===== config.mk =====
export PLATFORM = sky130hd
export DESIGN_NAME = ps2_decoder
export DESIGN_NICKNAME = d
export VERILOG_FILES = /design/src/rtl/ps2_decoder_pkg.sv /design/src/rtl/ps2_rx_frame.sv /design/src/rtl/ps2_decoder.sv
export SDC_FILE = /design/constraint.sdc
export NUM_CORES = 1
export LEC_CHECK = 0
export BUFFER_PORTS_ARGS = -buffer_cell sky130_fd_sc_hd__buf_2
export CAP_MARGIN = 20
export CORE_MARGIN = 4
export CORE_UTILIZATION = 65
export CTS_CLUSTER_DIAMETER = 150
export DETAILED_ROUTE_END_ITERATION = 8
export PLACE_DENSITY = 0.88
export SLEW_MARGIN = 5
export SYNTH_ARGS = -nofsm -noshare
export SYNTH_HDL_FRONTEND = slang
export SYNTH_SLANG_ARGS = --single-unit

===== constraint.sdc =====
create_clock -name clk -period 7.2 [get_ports clk]
set_input_delay 1.08 -clock clk [delete_from_list [all_inputs] [get_ports clk]]
set_output_delay 1.08 -clock clk [all_outputs]
set_load 0.03 [all_outputs]

===== src/rtl/ps2_decoder_pkg.sv =====
// Shared constants, state encodings and frame check for the PS/2 keyboard receiver.
package ps2_decoder_pkg;

  localparam int FRAME_BITS = 11;
  localparam int UART_BITS  = 10;

  typedef enum logic [1:0] {IDLE, DATA, PARITY, STOP} rx_state_t;
  typedef enum logic [1:0] {U_IDLE, U_START, U_DATA, U_STOP} uart_state_t;

  localparam int UO_VALID = 0;
  localparam int UO_INT   = 1;
  localparam int UO_RDY   = 2;
  localparam int UO_FULL  = 3;
  localparam int UO_TX    = 4;

  // Good frame: start low, stop high, odd ones count over data plus parity.
  function automatic logic frame_ok(input logic start, input logic [7:0] data,
                                    input logic par, input logic stop);
    return !start && stop && (^{data, par});
  endfunction

endpackage


===== src/rtl/ps2_rx_frame.sv =====
// PS/2 frame receiver: synchronises the PS/2 lines, samples on clock falls,
// checks framing/parity and emits one-cycle good/bad strobes with the byte.
module ps2_rx_frame
  import ps2_decoder_pkg::*;
#(
  parameter int TIMEOUT_CYCLES = 20000
) (
  input  logic       clk,
  input  logic       rst,
  input  logic       i_ps2_clk,
  input  logic       i_ps2_data,
  output logic [7:0] o_data,
  output logic       o_good,
  output logic       o_bad,
  output logic [1:0] o_state
);

  localparam int TO_W = $clog2(TIMEOUT_CYCLES);

  // valid/ready is not used here: o_good/o_bad are single-cycle strobes the
  // consumer must act on immediately; o_data is stable while either is high.
  logic            r_clk_meta, r_clk_sync, r_clk_prev;
  logic            r_data_meta, r_data_sync;
  rx_state_t       r_state, w_next;
  logic [3:0]      r_bit_cnt;
  logic [7:0]      r_shift;
  logic            r_start, r_parity;
  logic [TO_W-1:0] r_to_cnt;
  logic            w_fall, w_timeout, w_done, w_ok;

  // Lines idle high, so the synchronisers reset high to avoid a false edge.
  always_ff @(posedge clk or posedge rst) begin
    if (rst) begin
      r_clk_meta  <= 1'b1;
      r_clk_sync  <= 1'b1;
      r_clk_prev  <= 1'b1;
      r_data_meta <= 1'b1;
      r_data_sync <= 1'b1;
    end else begin
      r_clk_meta  <= i_ps2_clk;
      r_clk_sync  <= r_clk_meta;
      r_clk_prev  <= r_clk_sync;
      r_data_meta <= i_ps2_data;
      r_data_sync <= r_data_meta;
    end
  end

  assign w_fall    = r_clk_prev & ~r_clk_sync;
  assign w_timeout = (r_state != IDLE) && !w_fall &&
                     (r_to_cnt == TO_W'(TIMEOUT_CYCLES - 1));

  always_ff @(posedge clk or posedge rst) begin
    if (rst) r_state <= IDLE;
    else     r_state <= w_next;
  end

  always_comb begin
    w_next = r_state;
    case (r_state)
      IDLE:    if (w_fall) w_next = DATA;
      DATA:    if (w_timeout) w_next = IDLE;
               else if (w_fall && r_bit_cnt == 4'(FRAME_BITS - 3)) w_next = PARITY;
      PARITY:  if (w_timeout) w_next = IDLE;
               else if (w_fall) w_next = STOP;
      STOP:    if (w_timeout || w_fall) w_next = IDLE;
      default: w_next = IDLE;
    endcase
  end

  always_ff @(posedge clk or posedge rst) begin
    if (rst) begin
      r_bit_cnt <= '0;
      r_shift   <= '0;
      r_start   <= 1'b0;
      r_parity  <= 1'b0;
      r_to_cnt  <= '0;
    end else begin
      if (r_state == IDLE || w_fall || w_timeout) r_to_cnt <= '0;
      else                                         r_to_cnt <= r_to_cnt + 1'b1;
      if (w_fall) begin
        case (r_state)
          IDLE: begin
            r_start   <= r_data_sync;
            r_bit_cnt <= 4'd1;
          end
          DATA: begin
            r_shift   <= {r_data_sync, r_shift[7:1]};
            r_bit_cnt <= r_bit_cnt + 4'd1;
          end
          PARITY: begin
            r_parity  <= r_data_sync;
            r_bit_cnt <= r_bit_cnt + 4'd1;
          end
          default: ;
        endcase
      end
    end
  end

  // The stop bit is judged straight off the synchroniser on its own fall.
  always_comb begin
    w_done  = (r_state == STOP) && w_fall;
    w_ok    = frame_ok(r_start, r_shift, r_parity, r_data_sync);
    o_good  = w_done && w_ok;
    o_bad   = w_done && !w_ok;
    o_data  = r_shift;
    o_state = r_state;
  end

endmodule


===== src/rtl/ps2_decoder.sv =====
// PS/2 keyboard decoder in Tiny Tapeout pin form: scancode FIFO read by the
// host via chip select, arrival interrupt and an 8N1 UART echo of good bytes.
module ps2_decoder
  import ps2_decoder_pkg::*;
#(
  parameter int CLK_HZ         = 10_000_000,
  parameter int BAUD           = 115200,
  parameter int FIFO_DEPTH     = 8,
  parameter int TIMEOUT_CYCLES = 20000
) (
  input  logic       clk,
  input  logic       rst,
  input  logic       ena,
  input  logic [7:0] ui_in,
  input  logic [7:0] uio_in,
  output logic [7:0] uo_out,
  output logic [7:0] uio_out,
  output logic [7:0] uio_oe
);

  localparam int CLKS_PER_BIT = CLK_HZ / BAUD;
  localparam int PTR_W        = $clog2(FIFO_DEPTH);
  localparam int CNT_W        = PTR_W + 1;
  localparam int BAUD_W       = $clog2(CLKS_PER_BIT);

  logic [7:0]       w_rx_data;
  logic             w_good, w_bad;
  logic [1:0]       w_rx_state;
  logic             w_unused;

  logic             r_clr_meta, r_clr_sync, r_cs_meta, r_cs_sync, r_cs_prev;
  logic             w_cs_fall;

  logic [7:0]       r_mem [FIFO_DEPTH];
  logic [PTR_W-1:0] r_wr_ptr, r_rd_ptr;
  logic [CNT_W-1:0] r_count;
  logic             w_empty, w_full, w_push, w_pop;
  logic             r_valid, r_int;

  uart_state_t      r_u_state, w_u_next;
  logic [BAUD_W-1:0] r_baud;
  logic [3:0]       r_u_bits;
  logic [7:0]       r_tx_shift;
  logic             w_bit_end, w_load, w_tx;

  assign w_unused = ^{ena, uio_in, ui_in[7:4], w_rx_state};

  ps2_rx_frame #(.TIMEOUT_CYCLES(TIMEOUT_CYCLES)) u_rx (
    .clk        (clk),
    .rst        (rst),
    .i_ps2_clk  (ui_in[0]),
    .i_ps2_data (ui_in[1]),
    .o_data     (w_rx_data),
    .o_good     (w_good),
    .o_bad      (w_bad),
    .o_state    (w_rx_state)
  );

  always_ff @(posedge clk or posedge rst) begin
    if (rst) begin
      r_clr_meta <= 1'b0;
      r_clr_sync <= 1'b0;
      r_cs_meta  <= 1'b0;
      r_cs_sync  <= 1'b0;
      r_cs_prev  <= 1'b0;
    end else begin
      r_clr_meta <= ui_in[2];
      r_clr_sync <= r_clr_meta;
      r_cs_meta  <= ui_in[3];
      r_cs_sync  <= r_cs_meta;
      r_cs_prev  <= r_cs_sync;
    end
  end

  // The host read ends on cs falling; that is when the head is consumed.
  assign w_cs_fall = r_cs_prev & ~r_cs_sync;
  assign w_empty   = (r_count == '0);
  assign w_full    = (r_count == CNT_W'(FIFO_DEPTH));
  assign w_push    = w_good & ~w_full;
  assign w_pop     = w_cs_fall & ~w_empty;

  always_ff @(posedge clk or posedge rst) begin
    if (rst) begin
      r_wr_ptr <= '0;
      r_rd_ptr <= '0;
      r_count  <= '0;
      r_valid  <= 1'b0;
      r_int    <= 1'b0;
    end else begin
      if (w_push) r_wr_ptr <= r_wr_ptr + PTR_W'(1);
      if (w_pop)  r_rd_ptr <= r_rd_ptr + PTR_W'(1);
      case ({w_push, w_pop})
        2'b10:   r_count <= r_count + CNT_W'(1);
        2'b01:   r_count <= r_count - CNT_W'(1);
        default: r_count <= r_count;
      endcase
      if (w_good)     r_valid <= 1'b1;
      else if (w_bad) r_valid <= 1'b0;
      if (w_push)          r_int <= 1'b1;
      else if (r_clr_sync) r_int <= 1'b0;
    end
  end

  always_ff @(posedge clk) begin
    if (w_push) r_mem[r_wr_ptr] <= w_rx_data;
  end

  // UART echo: a good byte is only taken when the transmitter is idle.
  assign w_bit_end = (r_baud == BAUD_W'(CLKS_PER_BIT - 1));
  assign w_load    = w_good && (r_u_state == U_IDLE);

  always_ff @(posedge clk or posedge rst) begin
    if (rst) r_u_state <= U_IDLE;
    else     r_u_state <= w_u_next;
  end

  always_comb begin
    w_u_next = r_u_state;
    case (r_u_state)
      U_IDLE:  if (w_load) w_u_next = U_START;
      U_START: if (w_bit_end) w_u_next = U_DATA;
      U_DATA:  if (w_bit_end && r_u_bits == 4'(UART_BITS - 2)) w_u_next = U_STOP;
      U_STOP:  if (w_bit_end) w_u_next = U_IDLE;
      default: w_u_next = U_IDLE;
    endcase
  end

  always_ff @(posedge clk or posedge rst) begin
    if (rst) begin
      r_baud     <= '0;
      r_u_bits   <= '0;
      r_tx_shift <= '0;
    end else if (w_load) begin
      r_baud     <= '0;
      r_u_bits   <= '0;
      r_tx_shift <= w_rx_data;
    end else if (r_u_state != U_IDLE) begin
      if (w_bit_end) begin
        r_baud   <= '0;
        r_u_bits <= r_u_bits + 4'd1;
        if (r_u_state == U_DATA) r_tx_shift <= {1'b0, r_tx_shift[7:1]};
      end else begin
        r_baud <= r_baud + BAUD_W'(1);
      end
    end
  end

  always_comb begin
    case (r_u_state)
      U_START: w_tx = 1'b0;
      U_DATA:  w_tx = r_tx_shift[0];
      default: w_tx = 1'b1;
    endcase
  end

  always_comb begin
    uo_out           = 8'h00;
    uo_out[UO_VALID] = r_valid;
    uo_out[UO_INT]   = r_int;
    uo_out[UO_RDY]   = ~w_empty;
    uo_out[UO_FULL]  = w_full;
    uo_out[UO_TX]    = w_tx;
    uio_out          = w_empty ? 8'h00 : r_mem[r_rd_ptr];
    uio_oe           = r_cs_sync ? 8'hFF : 8'h00;
  end

endmodule


==> run_results.csv <==
group,metric,value,unit
status,outcome,"finished clean",
sta,layout_min_cycle_time,3.495,ns
final_layout,multi_input_area,2268,um2
logic_synthesis,synth_ff_type,"dfrtp_1",
final_layout,seqCellArea,3780,um2
global_route,gr-total-overflow,0,
sta,fin_tns_setup,0,ns
clock_network,clockRootBuffer,"clkbuf_8",
min_path,min-delay-path-class,"reg -> reg",
logic_synthesis,yosys_register_bits,138,
place,dpl_cell_area,6486,um2
clock_network,clk_latency,0.53,ns
logic_synthesis,syn_inst,459,
critical_path,arrival,2.41,ns
sta,setup_viol,0,
place,gp_congestion,0.8082,
global_route,grt_max_degree,75,
sta,fin_skew,0.009412,ns
place,port_buffers,26,
clock_network,cts_tree,"yes",
floorplanning,design.core.area,9328,um2
pwr,power.density,407.0,nW/um2
floorplanning,die_area,11320,um2
place,hpwl,7.561,mm
pwr,ir_drop,0.2668,mV
floorplanning,rows,35,
sta,tightest_slew,0.9372,ns
final_layout,mostFrequentLayoutCell,"dfrtp_1",
logic_synthesis,synth_edf_count,64,
drt,drt_iter0_markers,301,
final_layout,fin_area,7127,um2
global_route,grt_pass1_wl,20.76,mm
clock_network,cts.path.max_buffers,2,
floorplanning,die_w,106.4,um
drt,wl,12.61,mm
final_layout,n_antenna_cell,0,
critical_path,start_kind,"register",
final_layout,syn2layout_area_growth,13.24,%
critical_path,cp-end-kind,"output pin",
clock_network,cts_sinks,138,
final_layout,fin_util,76.41,%
logic_synthesis,ys_types,54,
sta,fin_crit_sh,48.54,%
drt,wl_met1,4.937,mm
drt,routed-wl-met3,795,um
final_layout,fillers,547,
global_route,grt_pass1_vias,3970,
drt,wl_per_cell,19.98,um
sta,rsz0062_at_grt,"no",
sta,finalHoldViolCount,0,
global_route,track_usage,24.48,%
sta,fmax,0.2862,GHz
critical_path,required,6.12,ns
drt,wl_met2,6.635,mm
clock_network,ctsResizeCount,0,
clock_network,cts_hold_buffers,0,
final_layout,drive_above_1_share,22.71,%
logic_synthesis,synth_area,6294,um2
logic_synthesis,ys_warn_count,0,
clock_network,htreeDepth,4,
logic_synthesis,avgSynthCellArea,13.71,um2
drt,drtAntennaViolNets,0,
drt,vias_per_cell,6.052,
run,cap_violations,0,
floorplanning,die_h,106.4,um
drt,top_layer_used,"met4",
clock_network,numCtsBuffers,17,
final_layout,final_cell_mix,"dfrtp_1, edfxtp_1, nor2_1",
drt,route.detailed.drc,0,
sta,drv_slew,0,
clock_network,clk_pin_slew,0.06,ns
logic_synthesis,seq_area_frac_synth,60.06,%
global_route,antenna_found_initial,0,
drt,vias,3819,
clock_network,post_cts_buffers,0,
critical_path,worstPathMaxFanout,11,
sta,maxSlewHeadroom,37.38,%
drt,drt-pass1-iter-count,4,
final_layout,nets,530,
floorplanning,num_io_pins,43,
floorplanning,start_util,67.47,%
pwr,leakagePower,2.960,nW
critical_path,crit_type,"reg -> out",
logic_synthesis,async_flop_share,53.62,%
-- path summary, 6_finish.rpt --
path / start / endpoint / slack [ns] / cells after the start
max: r_rd_ptr[0]$_DFFE_PP0P_ / uio_out[6] / 3.71 / 5
min: r_clr_meta$_DFF_PP0_ / r_clr_sync$_DFF_PP0_ / 0.35 / 0
max reg2reg: u_rx.o_data[4]$_DFFE_PP0P_ / r_count[2]$_DFFE_PP0P_ / 3.94 / 11
min reg2reg: r_clr_meta$_DFF_PP0_ / r_clr_sync$_DFF_PP0_ / 0.35 / 0
max in group asynchronous: rst / r_cs_prev$_DFF_PP0_ / 5.76 / 3
min in group asynchronous: rst / r_u_state[1]$_DFFE_PP0P_ / 0.84 / 3
-- flip-flops by register name, summed over array words and instances (netlist names), 2 cells and up --
signal and flops:
r_wr_ptr 3, r_tx_shift 8, r_u_state 2, u_rx.o_state 2, r_baud 7, u_rx.r_bit_cnt 4
u_rx.o_data 8, r_mem 64, r_u_bits 4, u_rx.r_to_cnt 15, r_rd_ptr 3, r_count 4
-- cells in the mapped netlist (all sizes together) (11+ instances only) --
cell type   n  area share, %
xnor2      11            1.5
dfrtp      69             27
nand3      14            1.1
ha         22            4.4
nor3       14            1.1
buf        21            2.4
mux4       16            5.7
mux2i      13            2.1
xor2       14            1.9
nand2      27            1.6
nor2       36            2.1
mux2       16            3.0
inv        19            1.1
edfxtp     64             31
-- per-layer routing --
| layer | vias up | global-route usage, % |
|---|---|---|
| met3 | 24 | 7.468 |
| met2 | 156 | 40.41 |
| met1 | 1912 | 30.24 |
| met5 | - | 0 |
| li1 | 1727 | - |
| met4 | 0 | 9.991 |
-- critical path: stages, from the launching register on --
cell and delay, ns:
dfrtp_1 0.70, buf_16 0.23, mux4_2 0.56, mux2i_1 0.17, nor2_1 0.06, buf_2 0.17
-- cell type report --
type | instances | area share [%]
Clock buffer | 17 | 5.811
Clock inverter | 15 | 2.791
Inverter | 19 | 1.001
Multi-Input combinational cell | 275 | 31.83
Sequential cell | 138 | 53.04
Tap cell | 129 | 2.265
Timing Repair Buffer | 38 | 3.265
-- power by group --
group	switching, W	internal [W]	total (W)	leakage (nW)
logic	0.000415	0.000394	0.000809	1.14
registers	0.000215	0.000975	0.00119	1.53
clock network	0.000339	0.000563	0.000902	0.298
total	0.000969	0.00193	0.00290	2.96
-- cell families after synthesis --
logic type | Yosys count | synth area share (%)
flops | 138 | 60.06
simple gates | 136 | 11.19
buf+inv | 48 | 4.016
compound gates | 41 | 4.931
other cells | 1 | 0.05958
fa+ha+maj | 22 | 4.374
xor+xnor | 28 | 4.592
mux | 45 | 10.78
-- through the flow --
stage,hold slack (ns),instances,power (W),worst slack [ns]
finish,0.3534,631,0.002900,3.705
global route,0.3590,631,0.003049,3.545
CTS,0.3533,630,0.002893,3.361
detailed placement,0.3371,598,0.001977,3.944
global placement,0.3315,593,0.001924,3.931
floorplan,0.3312,461,0.001794,4.217
No activity file was read; power rests on OpenSTA's default activity.
